[src/rtl/rr_x_in_arb_pkg.sv]
`default_nettype none
// +----------------------------------------------------------------------+
// | Module  : rr_x_in_arb_pkg                                            |
// | Purpose : Shared definitions for the round-robin NoC input arbiter:  |
// |           default sizing and FSM state encodings.                    |
// | Revision: 1.0  initial release                                       |
// +----------------------------------------------------------------------+
package rr_x_in_arb_pkg;

    // Default sizing: 5 arbitrated inputs, 3-bit index/pointer
    localparam int C_IO_SIZE_DEF = 5;
    localparam int C_IO_W_DEF    = 3;

    // Arbiter FSM state encoding
    typedef logic [0:0] state_t;
    localparam state_t C_ST_IDLE  = 1'b0;
    localparam state_t C_ST_GRANT = 1'b1;

endpackage : rr_x_in_arb_pkg
`default_nettype wire

[src/rtl/rr_x_in_arb_prio_enc.sv]
`default_nettype none
// +----------------------------------------------------------------------+
// | Module  : rr_x_in_arb_prio_enc                                       |
// | Purpose : Lowest-set-bit priority encoder used on the rotated        |
// |           request vector.                                            |
// | Ports   : req   in  IO_SIZE  request vector (already rotated)        |
// |           found out 1        at least one bit of req is set          |
// |           enc   out IO_W     index of the lowest set bit (0 if none)|
// | Revision: 1.0  initial release                                       |
// +----------------------------------------------------------------------+
module rr_x_in_arb_prio_enc
    import rr_x_in_arb_pkg::*;
#(
    parameter int IO_SIZE = C_IO_SIZE_DEF,
    parameter int IO_W    = C_IO_W_DEF
) (
    input  logic [IO_SIZE-1:0] req,
    output logic               found,
    output logic [IO_W-1:0]    enc
);

    // Scan from the top down so the lowest set bit is the last one written
    always_comb begin
        found = |req;
        enc   = '0;
        for (int i = IO_SIZE - 1; i >= 0; i--) begin
            if (req[i]) begin
                enc = IO_W'(i);
            end
        end
    end

endmodule : rr_x_in_arb_prio_enc
`default_nettype wire

[src/rtl/rr_x_in_arb.sv]
`default_nettype none
// +----------------------------------------------------------------------+
// | Module  : rr_x_in_arb                                                |
// | Purpose : Round-robin, packet-locking arbiter for one NoC output     |
// |           port. A grant is held until the winner's tail flit is      |
// |           accepted (or the winner withdraws its request); the        |
// |           priority pointer then moves past the released input.       |
// | Ports   : clk         in  1        rising-edge clock                 |
// |           rst_n       in  1        asynchronous active-low reset     |
// |           request     in  IO_SIZE  per-input head-flit request       |
// |           tail        in  IO_SIZE  per-input head flit is the tail   |
// |           ack         in  1        granted flit accepted this cycle  |
// |           grant       out IO_SIZE  one-hot grant (registered)        |
// |           grant_valid out 1        grant is active (registered)      |
// |           grant_idx   out IO_W     binary granted index (registered) |
// | Revision: 1.0  initial release                                       |
// +----------------------------------------------------------------------+
module rr_x_in_arb
    import rr_x_in_arb_pkg::*;
#(
    parameter int IO_SIZE = C_IO_SIZE_DEF,
    parameter int IO_W    = C_IO_W_DEF
) (
    input  logic               clk,
    input  logic               rst_n,
    input  logic [IO_SIZE-1:0] request,
    input  logic [IO_SIZE-1:0] tail,
    input  logic               ack,
    output logic [IO_SIZE-1:0] grant,
    output logic               grant_valid,
    output logic [IO_W-1:0]    grant_idx
);

    state_t               r_state;
    logic [IO_SIZE-1:0]   r_grant;
    logic [IO_W-1:0]      r_grant_idx;
    logic [IO_W-1:0]      r_ptr;

    logic                 w_req_held;
    logic                 w_tail_held;
    logic                 w_release;
    logic [IO_W-1:0]      w_ptr_inc;
    logic [IO_W-1:0]      w_arb_ptr;
    logic [IO_SIZE-1:0]   w_arb_req;
    logic [IO_SIZE-1:0]   w_rot;
    logic                 w_found;
    logic [IO_W-1:0]      w_enc;
    logic [IO_W:0]        w_sum;
    logic [IO_W-1:0]      w_win;
    logic [IO_SIZE-1:0]   w_win_onehot;

    // r_grant is one-hot on r_grant_idx, so masking with it selects the
    // granted input's request/tail bit without a variable index.
    assign w_req_held  = |(request & r_grant);
    assign w_tail_held = |(tail & r_grant);

    // Release on tail acceptance or on the winner withdrawing its request
    assign w_release = (r_state == C_ST_GRANT) && ((ack && w_tail_held) || !w_req_held);

    assign w_ptr_inc = (r_grant_idx == IO_W'(IO_SIZE - 1)) ? '0 : r_grant_idx + IO_W'(1);

    // On release, arbitrate with the advanced pointer and the releasing
    // input masked out so it cannot win back-to-back.
    assign w_arb_ptr = w_release ? w_ptr_inc : r_ptr;
    assign w_arb_req = w_release ? (request & ~r_grant) : request;

    // Rotate right by the pointer: w_rot[i] = w_arb_req[(i + ptr) mod IO_SIZE]
    always_comb begin
        w_rot = '0;
        for (int i = 0; i < IO_SIZE; i++) begin
            for (int k = 0; k < IO_SIZE; k++) begin
                if (((i + int'(w_arb_ptr)) % IO_SIZE) == k) begin
                    w_rot[i] = w_arb_req[k];
                end
            end
        end
    end

    rr_x_in_arb_prio_enc #(
        .IO_SIZE (IO_SIZE),
        .IO_W    (IO_W)
    ) u_prio_enc (
        .req   (w_rot),
        .found (w_found),
        .enc   (w_enc)
    );

    // Map the rotated winner back to an absolute index (modulo IO_SIZE)
    assign w_sum = {1'b0, w_enc} + {1'b0, w_arb_ptr};
    assign w_win = (w_sum >= (IO_W + 1)'(IO_SIZE)) ? IO_W'(w_sum - (IO_W + 1)'(IO_SIZE))
                                                   : IO_W'(w_sum);
    assign w_win_onehot = IO_SIZE'(1) << w_win;

    always_ff @(posedge clk or negedge rst_n) begin
        if (!rst_n) begin
            r_state     <= C_ST_IDLE;
            r_grant     <= '0;
            r_grant_idx <= '0;
            r_ptr       <= '0;
        end else if (r_state == C_ST_IDLE) begin
            if (w_found) begin
                r_grant     <= w_win_onehot;
                r_grant_idx <= w_win;
                r_state     <= C_ST_GRANT;
            end
        end else begin
            // Locked: only a release changes anything
            if (w_release) begin
                r_ptr <= w_ptr_inc;
                if (w_found) begin
                    r_grant     <= w_win_onehot;
                    r_grant_idx <= w_win;
                end else begin
                    r_grant     <= '0;
                    r_grant_idx <= '0;
                    r_state     <= C_ST_IDLE;
                end
            end
        end
    end

    assign grant       = r_grant;
    assign grant_idx   = r_grant_idx;
    assign grant_valid = (r_state == C_ST_GRANT);

endmodule : rr_x_in_arb
`default_nettype wire
[config.mk]
export PLATFORM = sky130hd
export DESIGN_NAME = rr_x_in_arb
export DESIGN_NICKNAME = d
export VERILOG_FILES = /design/src/rtl/rr_x_in_arb_pkg.sv /design/src/rtl/rr_x_in_arb_prio_enc.sv /design/src/rtl/rr_x_in_arb.sv
export SDC_FILE = /design/constraint.sdc
export NUM_CORES = 1
export LEC_CHECK = 0
export CAP_MARGIN = 40
export CELL_PAD_IN_SITES_DETAIL_PLACEMENT = 1
export CELL_PAD_IN_SITES_GLOBAL_PLACEMENT = 1
export CORE_ASPECT_RATIO = 0.5
export CORE_MARGIN = 1.5
export CORE_UTILIZATION = 44
export DETAILED_ROUTE_END_ITERATION = 16
export GPL_TIMING_DRIVEN = 0
export PLACE_DENSITY = 0.83
export SKIP_LAST_GASP = 1
export SLEW_MARGIN = 20
export SYNTH_ARGS = -nofsm -noshare
export SYNTH_HDL_FRONTEND = slang
export SYNTH_SLANG_ARGS = --single-unit
[constraint.sdc]
create_clock -name clk -period 9.9 [get_ports clk]
set_input_delay 1.98 -clock clk [delete_from_list [all_inputs] [get_ports clk]]
set_output_delay 1.98 -clock clk [all_outputs]
set_load 0.03 [all_outputs]
==> impl_metrics.ini <==
[synthesis]
syn_nets = 376
synthTopCellsByArea = ha_1 (14%), dfrtp_1 (12%), a21oi_1 (5.2%), o21ai_0 (4.8%), nand2_1 (4.8%)
syn_area_um2 = 2524
synthesis.instances = 334
synth-edff-count = 0
ys_seq_area_frac = 0.1190
synth-seq-cells = 12
async_reset_ff_frac = 1.000
yosys.area.top_type_share = 0.1388
synth_ff_type = dfrtp_1
yosysTopAreaCell = ha_1
yosysWarnings = 0
synth_cell_types = 67
avgSynthCellArea_um2 = 7.556

[placement]
place.gp.congestion = 0.9192
hpwlAfterDp_um = 6896
io_buffer_count = 21

[worst_setup_path]
cp.buffers_inverters = 6
path_common_cell = ha_1
crit_path_max_incr_delay_ns = 0.49
arrival_ns = 9.68
crit_family = compound AO/OA/AOI/OAI gates
crit_fanout = 14
ff2ff_setup_slack_ns = 2.06
reg2reg_from = grant[1]
reg2reg_depth = 33
path_class = input pin to flip-flop
critPathLaunchType = input pin
reg2reg_to = grant[3]
slowest_stage = fa_1
cp-end-kind = flip-flop
required_ns = 10.03

[routing]
ant_nets = 0
dr.first_iter.drc_count = 219
detail_route.first_pass.iterations = 5
wirelength_um = 9395
num_vias = 2892
via_per_inst = 6.633
drcViolationCount = 0
wire_per_inst_um = 21.55

[cts]
root_buffer = clkbuf_16
h-tree-depth = 1
cts_max_path_buffers = 2
cts_sinks = 12
path_clk_slew_ns = 0.05
clk_latency_ns = 0.24
cts-hold-fix-buffers = 0
cts_tree = done
cts_made_buffers = 3

[cells_and_area]
multi_input_area_um2 = 2126
antenna_cells = 0
fillers = 677
final_util = 0.5504
final_nets = 406
register_area_um2 = 300.3
syn2layout_area_growth_pct = 20.28
drive_gt1_frac = 0.1433

[die]
rows = 19
fp.dieH_um = 56.55
num_io_pins = 22
start_util = 0.4576
die-area_um2 = 6226
fp.dieW_um = 110.1
core-area_um2 = 5515

[worst_hold_path]
hold_class = flip-flop to flip-flop
hold_depth = 1
min_from = grant_idx[0]
min_to = grant_idx[0]

[timing]
relSlewSlack = 0.4354
fin_crit_sh = 0.9650
period_minus_slack_ns = 9.554
worst_pin_slew_ns = 0.8381
setup_viol = 0
fin_skew_ns = 0.004126
hold_viol_final = 0
slew_violations = 0
max_freq_mhz = 104.7

[global_route]
grt_pass1_vias = 3011
track_usage = 0.3153
grt_pass1_wl_um = 15240
grt_max_degree = 16
grt.overflow.total = 0
antenna_found_initial = 0

[status]
status = completed

[job]
maxCapViolations = 0
[cell type report]
type                    instances  area share
plain buffers                  13     0.02308
clock buffers                   4     0.02927
inverters                      24     0.03174
multi-input cells             282      0.7003
flip-flops and latches         12     0.09893
well taps                      73     0.03009
repair buffers                 28     0.08656
[cells by family (layout without fill, tap and decap cells)]
family | after synthesis | count (layout) | share of synthesized area
compound gates | 123 | 123 | 0.3495
simple gates | 109 | 109 | 0.2241
buf+inv | 40 | 69 | 0.06445
fa+ha+maj | 29 | 29 | 0.1468
mux | 14 | 14 | 0.07189
flops | 12 | 12 | 0.1190
xor+xnor | 7 | 7 | 0.02429
[synthesized netlist by cell type, drive strengths merged, types with 4 or more instances]
cell type / instances
and2: 8
a32o: 9
a21o: 4
nand2b: 4
nor3: 9
mux2i: 8
nand4: 5
nand3: 6
and3: 6
a31oi: 7
or3: 6
xnor2: 5
o21ai: 26
dfrtp: 12
a21oi: 27
clkbuf: 11
nor3b: 4
buf: 5
a22oi: 5
o211ai: 4
inv: 23
nand2: 32
o31ai: 6
nor2: 18
ha: 28
a211oi: 10
[state kept, by name, summed over array words and instances, names as in the netlist]
signal       flops
grant_valid      1
r_ptr            3
grant_idx        3
grant            5
[stage by stage]
step	area [um^2]	TNS, ns	hold WS [ns]	instances	setup slack (ns)
floorplan	2524	0	0.5348	334	1.174
global placement	2825	-3.968	0.5429	428	-0.6467
detailed placement	2825	-5.418	0.5546	428	-0.8088
CTS	2955	0	0.5673	434	0.004361
global route	3035	-0.01456	0.6136	436	-0.01456
finish	3035	0	0.5660	436	0.3464
[worst register-to-register path, delay by kind of cell, from the launching register on]
kind,cells,cell delay [ns]
XOR/XNOR,1,0.31
multiplexers,2,0.49
AND/OR/NAND/NOR,9,1.72
adder cells (fa/ha/maj),5,1.39
buffers and inverters,5,0.73
AO/OA/AOI/OAI,11,2.67
flip-flops,1,0.42
[how the worst max path moves through the flow]
stage                     endpoint  slack [ns]  startpoint  cells after the start
after floorplan           grant[2]        1.17     tail[1]                     33
after CTS                 grant[3]       0.004  request[2]                     35
after global placement    grant[2]       -0.65     tail[1]                     33
after global routing      grant[3]       -0.01  request[2]                     34
after detailed placement  grant[3]       -0.81     tail[1]                     33
final                     grant[3]        0.35  request[2]                     34
[timing repair]
action                     in CTS  in global routing
buffers inserted                3                  4
setup endpoints to repair       8                  8
pin swaps                       2                  0
gates resized for setup         7                 20
hold endpoints to repair        0                  0
[routing by layer]
metal	up-vias	share of wire	GRT usage
met5	-	0	0
met4	0	0.014	0.07509
met3	16	0.068	0.02439
met2	118	0.47	0.5359
met1	1427	0.45	0.4344
li1	1331	-	-
[placed cells by master, fill, tap and decap left out, drive strengths merged, types with 7 or more instances in the layout]
cell type      netlist  layout
o21ai               26      26
buf                  5      11
nor2                18      18
a31oi                7       7
and2                 8       8
dfrtp               12      12
ha                  28      28
a32o                 9       9
clkdlybuf4s50        0      21
nor3                 9       9
inv                 23      22
a21oi               27      27
a211oi              10      10
nand2               32      32
mux2i                8       8
clkbuf              11      13
Power is left out: the tool's default activity adds up to more than one toggle a clock period on the data nets, which glitch-free logic cannot reach.
